File: src/rtl/peripheral_bus_arbiter.sv
// Round-robin arbiter sharing one peripheral bus between two bus masters.
// A grant is held for the whole transfer (while the owner keeps we/oe up). A busy watchdog
// force-completes a transfer when the peripheral holds busy too long.
//
// Ports:
//   wb_clk_i, wb_rst_i          clock, synchronous active-high reset
//   mN_we/oe/address/...        master N request side (N = 0, 1)
//   mN_busy, mN_dataRead        master N stall and read data
//   peripheralBus_*             shared downstream bus
//   timeoutClear                clears timeoutSticky
//   timeoutPulse                one cycle high after watchdog expiry
//   timeoutSticky               set on expiry, held until timeoutClear
//   timeoutMaster               master that timed out last
module peripheral_bus_arbiter #(
    parameter int unsigned TIMEOUT_CYCLES = 256,
    parameter int unsigned COUNTER_WIDTH  = 9
) (
    input  logic        wb_clk_i,
    input  logic        wb_rst_i,
    input  logic        m0_we,
    input  logic        m0_oe,
    input  logic [23:0] m0_address,
    input  logic [3:0]  m0_byteSelect,
    input  logic [31:0] m0_dataWrite,
    output logic        m0_busy,
    output logic [31:0] m0_dataRead,
    input  logic        m1_we,
    input  logic        m1_oe,
    input  logic [23:0] m1_address,
    input  logic [3:0]  m1_byteSelect,
    input  logic [31:0] m1_dataWrite,
    output logic        m1_busy,
    output logic [31:0] m1_dataRead,
    output logic        peripheralBus_we,
    output logic        peripheralBus_oe,
    output logic [23:0] peripheralBus_address,
    output logic [3:0]  peripheralBus_byteSelect,
    output logic [31:0] peripheralBus_dataWrite,
    input  logic        peripheralBus_busy,
    input  logic [31:0] peripheralBus_dataRead,
    input  logic        timeoutClear,
    output logic        timeoutPulse,
    output logic        timeoutSticky,
    output logic        timeoutMaster
);

    typedef enum logic [1:0] {
        StIdle   = 2'b00,
        StGrant0 = 2'b01,
        StGrant1 = 2'b10
    } state_e;

    localparam bit WatchdogOn = (TIMEOUT_CYCLES != 0);
    localparam logic [COUNTER_WIDTH-1:0] CountLast = COUNTER_WIDTH'(TIMEOUT_CYCLES - 1);

    state_e                   state_q, state_d;
    logic                     last_grant_q, last_grant_d;
    logic [COUNTER_WIDTH-1:0] count_q, count_d;
    logic                     timed_out_q, timed_out_d;
    logic                     pulse_q, pulse_d;
    logic                     sticky_q, sticky_d;
    logic                     master_q, master_d;

    logic req0, req1;
    logic granted, grant_idx, busy_in_grant, expire, grant_change;

    assign req0 = m0_we | m0_oe;
    assign req1 = m1_we | m1_oe;

    assign granted       = (state_q == StGrant0) || (state_q == StGrant1);
    assign grant_idx     = (state_q == StGrant1);
    assign busy_in_grant = granted && peripheralBus_busy && !timed_out_q;
    assign expire        = WatchdogOn && busy_in_grant && (count_q == CountLast);
    assign grant_change  = (state_d != state_q);

    always_comb begin
        state_d = state_q;
        case (state_q)
            StIdle: begin
                // On a tie the master that did not go last wins.
                if (req0 && req1)  state_d = last_grant_q ? StGrant0 : StGrant1;
                else if (req0)     state_d = StGrant0;
                else if (req1)     state_d = StGrant1;
            end
            StGrant0: if (!req0) state_d = req1 ? StGrant1 : StIdle;
            StGrant1: if (!req1) state_d = req0 ? StGrant0 : StIdle;
            default:  state_d = StIdle; // illegal encoding recovers
        endcase
    end

    always_comb begin
        last_grant_d = last_grant_q;
        if (state_d == StGrant0) last_grant_d = 1'b0;
        if (state_d == StGrant1) last_grant_d = 1'b1;

        count_d = count_q;
        if (grant_change || !granted) count_d = '0;
        else if (busy_in_grant)       count_d = count_q + 1'b1;

        // A release in the expiry cycle starts the next transfer clean.
        timed_out_d = timed_out_q;
        if (grant_change) timed_out_d = 1'b0;
        else if (expire)  timed_out_d = 1'b1;

        pulse_d = expire;

        sticky_d = sticky_q;
        if (expire)            sticky_d = 1'b1;
        else if (timeoutClear) sticky_d = 1'b0;

        master_d = expire ? grant_idx : master_q;
    end

    always_ff @(posedge wb_clk_i) begin
        if (wb_rst_i) begin
            state_q      <= StIdle;
            last_grant_q <= 1'b1;
            count_q      <= '0;
            timed_out_q  <= 1'b0;
            pulse_q      <= 1'b0;
            sticky_q     <= 1'b0;
            master_q     <= 1'b0;
        end else begin
            state_q      <= state_d;
            last_grant_q <= last_grant_d;
            count_q      <= count_d;
            timed_out_q  <= timed_out_d;
            pulse_q      <= pulse_d;
            sticky_q     <= sticky_d;
            master_q     <= master_d;
        end
    end

    always_comb begin
        peripheralBus_we         = 1'b0;
        peripheralBus_oe         = 1'b0;
        peripheralBus_address    = '0;
        peripheralBus_byteSelect = '0;
        peripheralBus_dataWrite  = '0;
        m0_busy                  = 1'b1;
        m1_busy                  = 1'b1;
        m0_dataRead              = '1;
        m1_dataRead              = '1;
        case (state_q)
            StGrant0: begin
                peripheralBus_we         = m0_we & ~timed_out_q;
                peripheralBus_oe         = m0_oe & ~timed_out_q;
                peripheralBus_address    = m0_address;
                peripheralBus_byteSelect = m0_byteSelect;
                peripheralBus_dataWrite  = m0_dataWrite;
                m0_busy                  = timed_out_q ? 1'b0 : peripheralBus_busy;
                m0_dataRead              = timed_out_q ? '1 : peripheralBus_dataRead;
            end
            StGrant1: begin
                peripheralBus_we         = m1_we & ~timed_out_q;
                peripheralBus_oe         = m1_oe & ~timed_out_q;
                peripheralBus_address    = m1_address;
                peripheralBus_byteSelect = m1_byteSelect;
                peripheralBus_dataWrite  = m1_dataWrite;
                m1_busy                  = timed_out_q ? 1'b0 : peripheralBus_busy;
                m1_dataRead              = timed_out_q ? '1 : peripheralBus_dataRead;
            end
            default: ;
        endcase
    end

    assign timeoutPulse  = pulse_q;
    assign timeoutSticky = sticky_q;
    assign timeoutMaster = master_q;

endmodule

File: config.mk
export PLATFORM = sky130hd
export DESIGN_NAME = peripheral_bus_arbiter
export DESIGN_NICKNAME = d
export VERILOG_FILES = /design/src/rtl/peripheral_bus_arbiter.sv
export SDC_FILE = /design/constraint.sdc
export NUM_CORES = 1
export LEC_CHECK = 0
export ABC_AREA = 1
export CAP_MARGIN = 0
export CORE_AREA = 2 2 114 116
export DETAILED_ROUTE_END_ITERATION = 10
export DIE_AREA = 0 0 116 118
export PLACE_DENSITY_LB_ADDON = 0.12
export SETUP_SLACK_MARGIN = 0.05
export SYNTH_ARGS = -nofsm -noshare
export SYNTH_HDL_FRONTEND = slang
export SYNTH_SLANG_ARGS = --single-unit
File: constraint.sdc
create_clock -name wb_clk_i -period 2.05 [get_ports wb_clk_i]
set_input_delay 0.615 -clock wb_clk_i [delete_from_list [all_inputs] [get_ports wb_clk_i]]
set_output_delay 0.615 -clock wb_clk_i [all_outputs]
set_load 0.01 [all_outputs]
==> impl_metrics.yaml, run 1 <==
detailed_routing:
  wirelength_mm: 15.77
  vias_per_cell: 4.482
  drc: 0
  drt.antenna.violating_nets: 0
  wl_per_cell_microns: 16.92
  vias: 4177
  first_iter_violations: 172
  dr.pass1.iters: 4
sta:
  slew_headroom_pct: 79.07
  setup_slack_ns: -0.1601
  fin_crit_ns: 2.210
  final_max_slew_viol_count: 0
  clock_skew_ns: 0.001741
  tightest_slew_ns: 0.3140
  setup_viol: 101
  fin_hold_ws_ns: 0.4627
  post-route-period-util_pct: 107.8
  tns_ns: -9.244
  fmax_mhz: 452.5
  rsz0062_at_grt: "true"
  timing_hold_violations_final: 0
power_and_ir_drop:
  p_total_mw: 5.652
  p_leak_nw: 2.655
  p_int_mw: 3.039
  vdd_drop_max_mv: 0.7708
  comb_power_share_pct: 87.3
  pwr-share-seq_pct: 6.3
  power_density_mw_per_mm2: 878.3
  switching_power_mw: 2.613
  p_sw_share_pct: 46.23
  clkPwrFrac_pct: 6.4
clock_network:
  clk_pin_slew_worst_paths_ns: 0.05
  cts_max_level: 1
  cts_tree: "yes"
  cts_root_buf: "clkbuf_16"
  cts_buffers: 3
  holdBufCountCts: 0
  clk_latency_ns: 0.24
  clock_path_buffers: 2
  clock-sinks: 16
floorplanning:
  start_util_pct: 17.94
  die-area_sq_mm: 0.01369
  die_x_microns: 116
  die_y_microns: 118
  io_pins: 291
  fp-row-count: 41
  coreArea_sq_mm: 0.01241
synthesis:
  synth_area_sq_mm: 0.002227
  syn_nets: 598
  netlist_instances: 432
  syn_avg_cell_area_sq_um: 5.155
  ys_seq_area_share_pct: 14.38
  synthDistinctLibCells: 25
  yosys_warnings: 0
  ys_seq_elements: 16
finish:
  areaGrowthSynthToFinish_pct: 188.9
  design_area_sq_mm: 0.006435
  final_cell_mix: "157 x clkdlybuf4s50_1, 125 x nand2_1, 86 x buf_2"
  final_nets: 926
  layout_commonest_cell: "clkdlybuf4s50_1"
  drive_gt1_share_pct: 42.35
critical_path:
  start_kind: "flop"
  critical_path_class: "flop to output port"
  crit_path_end_kind: "output port"
  cp_data_required_time_ns: 1.43
  cp.arrival_ns: 1.60
  path_max_fanout: 6
placement:
  placed_area_sq_mm: 0.005667
  gp_congestion: 0.9142
  io_buffer_count: 290
  dp_hpwl_mm: 11.41
outcome:
  violations: "setup timing"
  outcome: "finished, violations left"
hold_path:
  hp-class: "flop to flop"
grt:
  gr-total-overflow: 0
  grt.total_usage_pct: 20.06
  grt_max_degree: 65
  grt_pass1_vias: 3863
  grt_pass1_wl_mm: 21.48
  antenna_found_initial: 3
run:
  drv_cap: 0
-- area by class of cell --
| type | count | area (sq um) |
|---|---|---|
| tap | 172 | 215.2 |
| fill | 1213 | 5979 |
| timing repair buffer | 356 | 3407 |
| sequential | 16 | 322.8 |
| antenna | 2 | 5.005 |
| multi-input combinational | 335 | 2215 |
| clock buffer | 3 | 75.07 |
| inverter | 48 | 195.2 |
-- power groups by stage --
stage | Combinational [mW] | Sequential, mW | Clock [mW]
after CTS | 4.04 | 0.352 | 0.372
after global routing | 5.23 | 0.359 | 0.385
after detailed placement | 3.65 | 0.353 | 0
after global placement | 3.63 | 0.352 | 0
after floorplan | 1.46 | 0.358 | 0
final | 4.93 | 0.356 | 0.361
-- worst paths after layout --
path | from | end | slack, ns | cells past startpoint
setup / recovery | state_q[1] | peripheralBus_address[5] | -0.16 | 7
hold / removal | timeoutSticky | timeoutSticky | 0.46 | 2
setup reg to reg | state_q[1] | count_q[7] | 0.11 | 11
hold reg to reg | timeoutSticky | timeoutSticky | 0.46 | 2
-- kinds of logic after synthesis --
family | Yosys count | share of synthesized area [%]
AOI/OAI and AO/OA | 70 | 15.95
xor gates and xnor gates | 7 | 2.753
adders and majority gates | 6 | 3.371
buffers and inverters | 82 | 13.88
DFF | 16 | 14.38
muxes | 1 | 0.4495
and+or+nand+nor | 250 | 49.21
-- metrics by stage --
| step | util, % | setup WS (ns) | instances |
|---|---|---|---|
| after floorplan | - | 0.05692 | 432 |
| after global placement | 45.65 | -0.6720 | 905 |
| after detailed placement | 45.65 | -0.6260 | 905 |
| after CTS | 45.91 | -0.1752 | 918 |
| after global routing | 51.83 | -0.2184 | 932 |
| final | 51.83 | -0.1601 | 932 |
-- timing repair --
item	in CTS	in global routing
pin swaps	9	21
gates cloned	5	7
buffers inserted	5	7
endpoints found under the setup margin	138	135
gates resized for setup	512	231
-- registers in the layout, summed over array words and instances, names as in the netlist --
| register | cells |
|---|---|
| timed_out_q | 1 |
| timeoutPulse | 1 |
| timeoutSticky | 1 |
| count_q | 9 |
| state_q | 2 |
| timeoutMaster | 1 |
| last_grant_q | 1 |
-- synthesized netlist by cell type --
cell type	count	area, sq um
a211oi_1	2	15.01
a21oi_1	63	315.3
and3_1	1	6.260
buf_1	9	33.78
buf_2	1	5.000
clkbuf_1	24	90.09
clkinv_1	1	3.750
dfxtp_1	16	320.3
ha_1	6	75.07
inv_1	46	172.7
inv_2	1	3.750
mux2i_1	1	10.01
nand2_1	150	563.0
nand2_2	1	6.260
nand3_1	76	380.4
nand4_1	1	6.260
nand4_2	1	12.51
nand4_4	1	21.27
nor2_1	16	60.06
nor2_4	1	11.26
nor2_8	1	20.02
o21ai_0	5	25.02
or2_4	1	8.760
xnor2_1	4	35.03
xor2_1	3	26.28
-- worst max-delay path, cell delays in order, from the launching register on --
cell       delay (ns)
dfxtp_2          0.36
inv_4            0.06
ha_4             0.30
clkinv_8         0.08
clkbuf_16        0.17
buf_12           0.13
a21oi_2          0.09
buf_2            0.15
-- routing by layer --
metal	up-vias	track usage (%)	share of wire (%)
met5	-	0	0.063
met4	2	4.464	2.4
met3	32	8.599	12
met2	184	36.33	51
met1	1915	21.25	35
li1	2044	-	-
(Power assumes the default switching activity.)
==> run 2: changes to the inputs <==
DONT_BUFFER_PORTS = 1   (was unset)
SKIP_LAST_GASP = 1   (was unset)
clock period = 2.4 ns   (was 2.05 ns; I/O delays follow)
==> run 2 against run 1 <==
Against the previous run: the run now ends clean; cell count is 29% lower; combinational power down 40%; first-iteration DRC count is 12% higher; wire length shrank 18%; via count is 25% lower; setup slack gained 0.19 ns; non-clock buffer count is 269 lower; power down 36%; die area unchanged; highest routed layer is now met4.
==> impl_metrics.yaml, run 2 (synthesis gave the netlist of run 1 again) <==
power_and_ir_drop:
  p_int_mw: 1.764
  p_leak_nw: 1.445
  p_total_mw: 3.629
  p_sw_share_pct: 51.38
  comb_power_share_pct: 81.7
  vdd_drop_max_mv: 0.4263
  clkPwrFrac_pct: 9.9
  switching_power_mw: 1.865
  pwr-share-seq_pct: 8.3
  power_density_mw_per_mm2: 969.0
critical_path:
  slowest_stage: "dfxtp_2"
  reg2reg_to: "count_q[0]"
  worst_path_largest_cell_delay_ns: 0.33
  cp_data_required_time_ns: 1.68
  path_max_fanout: 5
  r2r-start: "state_q[1]"
  critical_path_class: "flop to output port"
  r2r_cells: 15
  crit_path_end_kind: "output port"
  cp.arrival_ns: 1.65
  reg2reg_slack_ns: 0.23
  cp_cell_sequence: "inv_2 -> buf_6 -> ha_4 -> buf_12 -> clkbuf_16 -> nand2_1 -> a21oi_4 -> buf_4"
  start_kind: "flop"
floorplanning:
  die_y_microns: 118
  die_x_microns: 116
  coreArea_sq_mm: 0.01241
  fp-row-count: 41
  die-area_sq_mm: 0.01369
  io_pins: 291
  start_util_pct: 17.94
placement:
  gp_congestion: 0.7909
  place_ws_ns: -0.1052
  dp_hpwl_mm: 9.227
  io_buffer_count: 0
  dp_cells: 631
  placed_area_sq_mm: 0.002834
finish:
  n_fill_cell: 1419
  largest_register_ffs: 9
  layout_commonest_cell: "nand2_1"
  largest-register: "count_q"
  fin_util_pct: 30.17
  final_cell_mix: "142 x nand2_1, 76 x nand3_1, 53 x buf_4"
  regArea_sq_um: 322.8
  final_nets: 656
  drive_gt1_share_pct: 32.92
  reg_top3: "count_q (9), state_q (2)"
  n_antenna_cell: 0
  design_area_sq_mm: 0.003745
  areaGrowthSynthToFinish_pct: 68.15
  fin_cells: 661
  multi_input_area_sq_mm: 0.001919
sta:
  fmax_mhz: 421.2
  tns_ns: 0
  slew_headroom_pct: 62.82
  timing_hold_violations_final: 0
  setup_viol: 0
  clock_skew_ns: 0.002743
  tightest_slew_ns: 0.5577
  rsz0062_at_grt: "true"
  final_max_slew_viol_count: 0
  post-route-period-util_pct: 98.92
  fin_hold_ws_ns: 0.4977
  fin_crit_ns: 2.374
  setup_slack_ns: 0.02599
grt:
  grt_pass1_wl_mm: 15.20
  antenna_found_initial: 0
  grt_pass1_vias: 2587
  grt_max_degree: 66
  grt.total_usage_pct: 14.53
  gr-total-overflow: 0
run:
  drv_cap: 0
detailed_routing:
  drt.antenna.violating_nets: 0
  wirelength_mm: 12.99
  first_iter_violations: 192
  dr.pass1.iters: 4
  vias_per_cell: 4.762
  wl_per_cell_microns: 19.65
  drc: 0
  vias: 3148
clock_network:
  clk_pin_slew_worst_paths_ns: 0.05
  cts_max_level: 1
  clk_latency_ns: 0.25
  clock-sinks: 16
  cts_tree: "yes"
  holdBufCountCts: 0
  clock_path_buffers: 2
  cts_buffers: 3
  cts_root_buf: "clkbuf_16"
hold_path:
  hp-class: "flop to flop"
  hold_path_depth: 2
  min_to: "last_grant_q"
  min_from: "last_grant_q"
outcome:
  outcome: "finished, final reports clean"
run 2: cell types whose count changed in the layout (fill, tap and decap cells not counted), sizes merged:
cell / before / now
clkdlybuf4s50: 157 / 0
clkbuf: 13 / 14
dlygate4sd2: 3 / 0
dlymetal6s2s: 2 / 0
buf: 184 / 77
nand4: 4 / 3
diode: 2 / 0
run 2: what timing repair did:
item,4_1_cts,5_1_grt
setup buffers,0,12
gates resized for setup,32,69
endpoints found under the setup margin,61,59
pin swaps,0,15
gates cloned,0,14
run 2: worst max-delay path by stage:
stage	start	end	cells past startpoint
floorplan	state_q[1]	peripheralBus_address[12]	6
global placement	state_q[0]	peripheralBus_dataWrite[27]	6
detailed placement	state_q[1]	peripheralBus_dataWrite[27]	6
CTS	state_q[0]	peripheralBus_dataWrite[27]	7
global route	state_q[0]	peripheralBus_address[3]	9
finish	state_q[1]	peripheralBus_dataWrite[8]	8
run 2: worst max-delay path, delay by kind of cell, from the launching register on:
kind | cells | cell delay [ns]
flip-flops | 1 | 0.33
AND/OR/NAND/NOR | 1 | 0.09
AO/OA/AOI/OAI | 1 | 0.21
buffers and inverters | 5 | 0.62
adder cells (fa/ha/maj) | 1 | 0.15
run 2: cell type report:
type                            count  area share (%)
Multi-Input combinational cell    334           51.25
Inverter                           48           4.945
Timing Repair Buffer               87           27.06
Sequential cell                    16           8.620
Tap cell                          172           5.747
Clock buffer                        4           2.372
run 2: routing by layer:
layer  wire length [microns]  GRT usage, %  vias to the layer above
met5                       0             0                        -
met4                      88         1.786                        0
met3                    1233         5.098                        8
met2                    6025         23.57                      177
met1                    5641         19.02                     1468
li1                        -             -                     1495
run 2: power by group through the flow:
stage	registers (mW)	logic [mW]	clock network, mW
final	0.302	2.97	0.361
after global routing	0.302	3.18	0.386
after global placement	0.302	1.97	0
after floorplan	0.306	1.23	0
after CTS	0.295	2.17	0.372
after detailed placement	0.301	1.97	0
==> run 3: changes to the inputs <==
CTS_CLUSTER_SIZE = 25   (was unset)
==> results of run 3 <==
No change in the layout: final DEF, timing and power equal those of run 2.
